`src/rtl/adpll_pkg.sv`:
```
// Shared types and constants for the ADPLL coarse-code control path.
//   CODE_W  : width of the binary DCO code
//   THERM_W : width of the thermometer control word (one bit per delay stage)
//   state_e : controller FSM states
//   dir_e   : decision direction (NONE doubles as HOLD for a single decision)
package adpll_pkg;

    localparam int unsigned CODE_W  = 7;
    localparam int unsigned THERM_W = 128;

    typedef enum logic [1:0] {IDLE, SEARCH, TRACK} state_e;

    typedef enum logic [1:0] {NONE, UP, DN} dir_e;

    // Both or neither asserted is treated as no move.
    function automatic dir_e decode_dir(input logic up, input logic dn);
        if (up && !dn) begin
            return UP;
        end else if (dn && !up) begin
            return DN;
        end
        return NONE;
    endfunction

endpackage

```
`src/rtl/therm_dec.sv`:
```
// 7-to-128 thermometer decoder for the DCO coarse control word.
//   i_code  : binary code, 0..127
//   o_therm : o_therm[i] = (i <= i_code); bit 0 is always set
module therm_dec
    import adpll_pkg::*;
(
    input  logic [CODE_W-1:0]  i_code,
    output logic [THERM_W-1:0] o_therm
);

    always_comb begin
        o_therm = '0;
        for (int i = 0; i < THERM_W; i++) begin
            o_therm[i] = (i <= int'(i_code));
        end
    end

endmodule

```
`src/rtl/dco_code_ctrl.sv`:
```
// Frequency-acquisition / tracking controller for the ADPLL DCO coarse code.
// Binary search from INIT_CODE with halving steps, then +/-1 tracking with a
// reversal-based lock detector.
//   i_clk        : reference/decision clock
//   i_reset      : synchronous, active-high reset
//   i_enable     : 1 = run loop, 0 = return to IDLE and stop the DCO
//   i_pd_valid   : decision strobe; i_pd_up/i_pd_dn valid only when high
//   i_pd_up      : DCO too slow, raise code
//   i_pd_dn      : DCO too fast, lower code
//   o_dco_run    : DCO run/stop (0 = stopped)
//   o_code       : current binary code
//   o_therm      : thermometer decode of o_code
//   o_searching  : high while in SEARCH
//   o_locked     : lock indicator
module dco_code_ctrl
    import adpll_pkg::*;
#(
    parameter int unsigned INIT_CODE  = 64,
    parameter int unsigned INIT_STEP  = 32,
    parameter int unsigned SETTLE_CYC = 3,
    parameter int unsigned LOCK_CNT   = 4
) (
    input  logic               i_clk,
    input  logic               i_reset,
    input  logic               i_enable,
    input  logic               i_pd_valid,
    input  logic               i_pd_up,
    input  logic               i_pd_dn,
    output logic               o_dco_run,
    output logic [CODE_W-1:0]  o_code,
    output logic [THERM_W-1:0] o_therm,
    output logic               o_searching,
    output logic               o_locked
);

    localparam int unsigned SETTLE_W = (SETTLE_CYC > 0) ? $clog2(SETTLE_CYC + 1) : 1;
    localparam int unsigned LOCK_W   = (LOCK_CNT > 0) ? $clog2(LOCK_CNT + 1) : 1;

    localparam logic [CODE_W-1:0]   CODE_INIT  = CODE_W'(INIT_CODE);
    localparam logic [CODE_W-1:0]   STEP_INIT  = CODE_W'(INIT_STEP);
    localparam logic [CODE_W-1:0]   CODE_MAX   = '1;
    localparam logic [SETTLE_W-1:0] SETTLE_MAX = SETTLE_W'(SETTLE_CYC);
    localparam logic [LOCK_W-1:0]   LOCK_MAX   = LOCK_W'(LOCK_CNT);

    state_e              r_state,    w_state_nxt;
    logic [CODE_W-1:0]   r_code,     w_code_nxt;
    logic [CODE_W-1:0]   r_step,     w_step_nxt;
    logic [SETTLE_W-1:0] r_settle,   w_settle_nxt;
    logic [LOCK_W-1:0]   r_lock_cnt, w_lock_cnt_nxt;
    dir_e                r_last_dir, w_last_dir_nxt;

    logic                w_decision;
    dir_e                w_dir;
    logic [CODE_W-1:0]   w_delta;
    logic [CODE_W:0]     w_sum;
    logic [CODE_W:0]     w_diff;
    logic [CODE_W-1:0]   w_code_up;
    logic [CODE_W-1:0]   w_code_dn;
    logic [LOCK_W-1:0]   w_lock_inc;

    assign w_decision = i_pd_valid && (r_settle == '0);
    assign w_dir      = decode_dir(i_pd_up, i_pd_dn);
    assign w_delta    = (r_state == SEARCH) ? r_step : CODE_W'(1);

    // One extra bit so overflow/underflow is visible and can be clamped.
    assign w_sum      = {1'b0, r_code} + {1'b0, w_delta};
    assign w_diff     = {1'b0, r_code} - {1'b0, w_delta};
    assign w_code_up  = w_sum[CODE_W] ? CODE_MAX : w_sum[CODE_W-1:0];
    assign w_code_dn  = w_diff[CODE_W] ? '0 : w_diff[CODE_W-1:0];
    assign w_lock_inc = (r_lock_cnt == LOCK_MAX) ? r_lock_cnt : r_lock_cnt + LOCK_W'(1);

    always_comb begin
        w_state_nxt    = r_state;
        w_code_nxt     = r_code;
        w_step_nxt     = r_step;
        w_settle_nxt   = r_settle;
        w_lock_cnt_nxt = r_lock_cnt;
        w_last_dir_nxt = r_last_dir;

        if (!i_enable) begin
            w_state_nxt    = IDLE;
            w_code_nxt     = CODE_INIT;
            w_step_nxt     = STEP_INIT;
            w_settle_nxt   = '0;
            w_lock_cnt_nxt = '0;
            w_last_dir_nxt = NONE;
        end else begin
            unique case (r_state)
                IDLE: begin
                    w_state_nxt  = SEARCH;
                    w_settle_nxt = SETTLE_MAX;
                end
                SEARCH, TRACK: begin
                    if (w_decision) begin
                        w_settle_nxt = SETTLE_MAX;
                        if (w_dir == UP) begin
                            w_code_nxt = w_code_up;
                        end else if (w_dir == DN) begin
                            w_code_nxt = w_code_dn;
                        end

                        if (r_state == SEARCH) begin
                            w_step_nxt = r_step >> 1;
                            if (r_step == CODE_W'(1)) begin
                                w_state_nxt = TRACK;
                            end
                        end else begin
                            // HOLD or reversal builds confidence; a repeat of the
                            // previous direction means we are still slewing.
                            // The first move after entering TRACK has no history.
                            if (w_dir == NONE) begin
                                w_lock_cnt_nxt = w_lock_inc;
                            end else if (r_last_dir == w_dir) begin
                                w_lock_cnt_nxt = '0;
                            end else if (r_last_dir != NONE) begin
                                w_lock_cnt_nxt = w_lock_inc;
                            end
                            if (w_dir != NONE) begin
                                w_last_dir_nxt = w_dir;
                            end
                        end
                    end else if (r_settle != '0) begin
                        w_settle_nxt = r_settle - SETTLE_W'(1);
                    end
                end
                default: begin
                    w_state_nxt = IDLE;
                end
            endcase
        end
    end

    always_ff @(posedge i_clk) begin
        if (i_reset) begin
            r_state    <= IDLE;
            r_code     <= CODE_INIT;
            r_step     <= STEP_INIT;
            r_settle   <= '0;
            r_lock_cnt <= '0;
            r_last_dir <= NONE;
        end else begin
            r_state    <= w_state_nxt;
            r_code     <= w_code_nxt;
            r_step     <= w_step_nxt;
            r_settle   <= w_settle_nxt;
            r_lock_cnt <= w_lock_cnt_nxt;
            r_last_dir <= w_last_dir_nxt;
        end
    end

    assign o_dco_run   = (r_state != IDLE);
    assign o_searching = (r_state == SEARCH);
    assign o_locked    = (r_lock_cnt == LOCK_MAX);
    assign o_code      = r_code;

    therm_dec u_therm_dec (
        .i_code  (r_code),
        .o_therm (o_therm)
    );

endmodule

```
`config.mk`:
```
export PLATFORM = sky130hd
export DESIGN_NAME = dco_code_ctrl
export DESIGN_NICKNAME = d
export VERILOG_FILES = /design/src/rtl/adpll_pkg.sv /design/src/rtl/therm_dec.sv /design/src/rtl/dco_code_ctrl.sv
export SDC_FILE = /design/constraint.sdc
export NUM_CORES = 1
export LEC_CHECK = 0
export CAP_MARGIN = 20
export CORE_MARGIN = 4
export CORE_UTILIZATION = 45
export CTS_CLUSTER_DIAMETER = 200
export DETAILED_ROUTE_END_ITERATION = 10
export PLACE_DENSITY_LB_ADDON = 0.12
export SLEW_MARGIN = 20
export SYNTH_ARGS = -nofsm -noshare
export SYNTH_HDL_FRONTEND = slang
export SYNTH_HIERARCHICAL = 1
export SYNTH_SLANG_ARGS = --single-unit
```
`constraint.sdc`:
```
create_clock -name i_clk -period 7.25 [get_ports i_clk]
set_input_delay 1.45 -clock i_clk [delete_from_list [all_inputs] [get_ports i_clk]]
set_output_delay 1.45 -clock i_clk [all_outputs]
set_load 0.01 [all_outputs]
```
## Word-level counts from Yosys, hierarchy flattened

Cells that the tools add are included.
Widths: inputs -> output; s select.

- Reduce and logical (&&, ||, !) cells: 23
- Multiply operators: 0
- Shifts and indexed selects: 0
- $lt $le $gt $ge: 127
- Add/sub/neg operators: 4
- Equality and inequality tests: 11
- Multiplexer cells: 21
- Bitwise operators: 2
- Div/mod/pow operators: 0

Operators by type and width:

| operator | number |
|---|---|
| $le 7x7->1 const A | 64 |
| $le 6x7->1 const A | 32 |
| $le 5x7->1 const A | 16 |
| $le 4x7->1 const A | 8 |
| $le 3x7->1 const A | 4 |
| $mux 7 | 4 |
| $mux 2 | 8 |
| $le 2x7->1 const A | 2 |
| $mux 3 | 4 |
| $reduce_bool 2->1 | 6 |
| $reduce_and 3->1 | 3 |
| $add 7x6->8 | 1 |
| $pmux 2 s2 | 2 |
| $reduce_and 4->1 | 2 |
| $sub 7x6->8 | 1 |
| $le 1x7->1 const A | 1 |
| $eq 6x1->1 const B | 1 |
| $logic_not 2->1 | 3 |
| $mux 6 | 1 |
| $ne 2x2->1 const B | 3 |
| $eq 2x1->1 const B | 2 |
| $eq 2x2->1 const B | 2 |
| $reduce_or 2->1 | 2 |
| $add 3x1->3 const B | 1 |
| 10 further kinds | 15 |

- Memory bits (read-only): 0
- Input bits: 6
- Word-level logic and storage cells: 194
- Memory bits (writable): 0
- Output and inout bits: 138
- Register bits after elaboration: 22
- Memories kept: 0
- Bits in latches: 0

## Longest topological paths before layout

- Depth in word-level cells: 8
- Depth in mapped cells: 12
- Mapped depth without buffers: 11

## Cells and area by module

The synthesis kept the hierarchy.

Modules (own cells, without submodules):

| module | seq. area each (um^2) | cells each | area each (um^2) | times used |
|---|---|---|---|---|
| dco_code_ctrl | 440.4 | 211 | 1769.2 | 1 |
| therm_dec | 0.0 | 210 | 1132.3 | 1 |

## Worst setup path before layout

OpenSTA, ideal clock, no wires.

- Path kind: in2reg
- Start: in i_pd_up
- End: reg r_code[5] (netlist: o_code[5])
- Setup time: 73 ps
- Buffers on the path: 0
- Stages on the path: 6
- Setup slack: 4312 ps
- Arrival: 2865 ps
- Cells stage by stage: inv_1 -> ha_1 -> and4b_4 -> o21ai_0 -> or4b_1 -> o211ai_2

- Longest elaborated chain between the ends: 8
- Elaborated cells on any way between the ends: 12
- Those cells by class: eq/ne: 2; mux: 5; reduce/logical: 5

Ends and longest elaborated chain:

| what | RTL line | text |
|---|---|---|
| from (decl) | dco_code_ctrl.sv:27 | `input logic i_pd_up,` |
| $logic_not 1->1 | adpll_pkg.sv:19 | `end else if (dn && !up) begin` |
| $logic_and 1x1->1 | adpll_pkg.sv:19 |  |
| $mux 1 | adpll_pkg.sv:19 |  |
| $mux 1 | adpll_pkg.sv:17 | `if (up && !dn) begin` |
| $mux 2 (*) | adpll_pkg.sv:22 | `return NONE;` |
| $eq 2x1->1 or $eq 2x2->1 (tied branches) | dco_code_ctrl.sv:96, dco_code_ctrl.sv:98 |  |
| $reduce_bool 2->1 (no source line) | - |  |
| $reduce_and 3->1 (no source line) | - |  |
| to (signal assigned) | dco_code_ctrl.sv:143 | `r_code <= w_code_nxt;` |
| to (decl) | dco_code_ctrl.sv:46 | `logic [CODE_W-1:0] r_code, w_code_nxt;` |

Every way passes the cells marked *; elsewhere a longest branch is shown, timed or not.
A chain may end at the register's enable or synchronous reset.

## Worst setup path after layout

- Start: reg r_code[6] (netlist: o_code[6])
- End: out o_therm[107]

- Longest elaborated chain between the ends: 1

Ends and longest elaborated chain:

| what | RTL line | text |
|---|---|---|
| $le 7x7->1 | therm_dec.sv:14 | `o_therm[i] = (i <= int'(i_code));` |
| to (decl) | dco_code_ctrl.sv:31 | `output logic [THERM_W-1:0] o_therm,` |

Every way passes these cells.

==> flow_summary.toml <==
[outcome]
status = "finished clean"

[floorplan]
coreArea_um2 = 6100
die_h_um = 88.3
start_util_pct = 47.6
io_pins = 144
dieArea_um2 = 7800
die_x_um = 88.3
num_rows = 28

[timing]
clock.fmax_ghz = 0.228
finalSetupViolCount = 0
period_minus_slack_ns = 4.39
slew_viol_final = 0
setup_ws_ns = 2.86
rsz0062_at_grt = "no"
tns_ns = 0
fin_hold_ws_ns = 0.500
fin_skew_ns = 0.00285
finalHoldViolCount = 0
relSlewSlack_pct = 35.9
post-route-period-util_pct = 60.5
tightestPinTransition_ns = 0.961

[global_route]
grt_overflow_total = 0
grt_max_degree = 64
grt_first_pass_wirelength_um = 16500
grt.total_usage_pct = 26.2
antenna_found_initial = 0
grt_pass1_vias = 3100

[drt]
drc = 0
vias = 3422
drtAntennaViolNets = 0
drtIter0Drc = 192
wl_per_cell_um = 17.5
vias_per_cell = 5.64
drt_first_pass_iters = 5
finalWirelength_um = 10600

[yosys]
ys_seq_area_share_pct = 15.2
synth_top_area_share_pct = 15.2
synthCells = 421
syn_nets = 450
ys_ff_latch = 22
synth_edf_count = 0
synth_common_cells = "a21oi_1, nor2_1, nand2_1"
synth_top_area_cell = "dfxtp_1"
synth_area_per_cell_um2 = 6.89
yosysWarnings = 6
synth_area_leaders = "dfxtp_1, ha_1, a21oi_1, nor2_1, o21ai_0"
yosysMostFrequentCell = "a21oi_1"
synth_top_flop_cell = "dfxtp_1"
synthArstFlopShare_pct = 0
ys_types = 65
syn-cell-area_um2 = 2900

[layout]
area_growth_pct = 47.5
diodes = 0
final_nets = 563
final_cell_area_um2 = 4280
final_cells = 607
drive_above_1_share_pct = 4.70
post-route-util_pct = 70.2

[place]
dp_hpwl_um = 8130
dp.cells = 604
pre_cts_slack_ns = 3.19
numPortBuffers = 142
gp_congestion = 0.953
post_dp_cell_area_um2 = 4240

[clock_tree]
cts_max_level = 1
cts_resized = 0
cts_tree = "done"
clk_pin_slew_ns = 0.08
clock_sinks = 22
clock_path_buffers = 2
cts_buffers = 3
root_buffer = "clkbuf_8"
worstSkewPairLatency_ns = 0.26
post-cts-setup-buffer-count = 0
holdBufCountCts = 0

[worst_setup_path]
cp.required_ns = 5.80
worstPathMaxFanout = 63
crit_arrival_ns = 2.94
critPathLaunchType = "register"
cp-end-kind = "output port"
critPathLaunch = "o_code[6]$_SDFFE_PP1P_"
r2r_start = "r_state[1]$_SDFFE_PP0P_"
criticalPathCategory = "reg -> out"

[hold_path]
hp-start = "r_step[5]$_SDFFE_PP1P_"
hold_path.class = "reg -> reg"

[power_and_ir_drop]
power_density_nw_per_um2 = 67.3
leakage_nw = 1.65
power_mw = 0.288
vdd_drop_max_mv = 0.0913

[job]
cap_viol_max_count = 0
metal layers:
layer / GRT usage [%] / vias up / share of wire [%]
li1: - / 1687 / -
met1: 31.9 / 1589 / 40
met2: 48.1 / 130 / 50
met3: 3.82 / 16 / 7.8
met4: 6.46 / 0 / 1.8
met5: 0 / - / 0
flip-flops by register name, summed over array words and instances (netlist names):
name        flops
r_last_dir      2
o_code          7
r_settle        2
r_lock_cnt      3
r_state         2
r_step          6
report_power, final:
part           switching, mW  internal, mW
sequential           0.00352         0.123
clock                 0.0390        0.0371
combinational         0.0453        0.0404
worst max-delay path: stages, from the launching register on:
cell and delay [ns]:
dfxtp_2 0.97, nand2_1 0.70, o31ai_1 0.41, clkdlybuf4s50_1 0.59
worst paths after layout:
| kind | to | slack [ns] | cells after the start |
|---|---|---|---|
| setup reg to reg | o_code[1]$_SDFFE_PP0P_ | 4.39 | 9 |
| setup / recovery | o_therm[107] | 2.86 | 3 |
| hold / removal | r_step[5]$_SDFFE_PP1P_ | 0.50 | 2 |
| hold reg to reg | r_step[5]$_SDFFE_PP1P_ | 0.50 | 2 |
area by class of cell:
| cell class | instances | area (um^2) |
|---|---|---|
| Fill cell | 514 | 1820 |
| Tap cell | 75 | 93.8 |
| Timing Repair Buffer | 147 | 1460 |
| Sequential cell | 22 | 442 |
| Multi-Input combinational cell | 328 | 2120 |
| Clock buffer | 3 | 41.3 |
| Inverter | 32 | 120 |
logic make-up (layout without fill, tap and decap cells):
kind of cell	count (synthesis)	in the layout	share of synthesized area (%)
AO/OA/AOI/OAI	145	145	32.7
XOR/XNOR	8	8	2.41
adder cells (fa/ha/maj)	23	23	10.4
buffers and inverters	71	182	11.8
flip-flops	22	22	15.2
multiplexers	7	7	2.41
other	1	1	0.129
AND/OR/NAND/NOR	144	144	24.9
placed cells by master (no fill, tap or decap), types with 2 or more instances in the layout:
cell / synthesis / routed
a21o_1: 2 / 2
buf_4: 10 / 5
fa_1: 2 / 2
o211ai_1: 3 / 3
o21bai_1: 17 / 17
nand4_1: 6 / 6
o21ai_0: 32 / 32
a21boi_1: 4 / 4
nor2b_1: 6 / 6
xnor2_1: 2 / 2
nor2_1: 43 / 43
a21oi_1: 44 / 43
nand2b_1: 8 / 8
clkdlybuf4s50_1: 0 / 142
nor3_2: 2 / 2
or2_2: 3 / 3
nor3_1: 10 / 10
o31ai_1: 4 / 4
inv_1: 31 / 31
nor4_1: 4 / 4
and3b_1: 3 / 3
a22oi_1: 2 / 2
ha_1: 21 / 21
dfxtp_1: 22 / 21
mux2i_1: 7 / 7
a211oi_1: 3 / 3
a21boi_0: 15 / 15
nand3_1: 8 / 8
xor2_1: 6 / 6
clkbuf_8: 0 / 3
nand2_1: 39 / 39
Power figures use the tool's default switching activity.
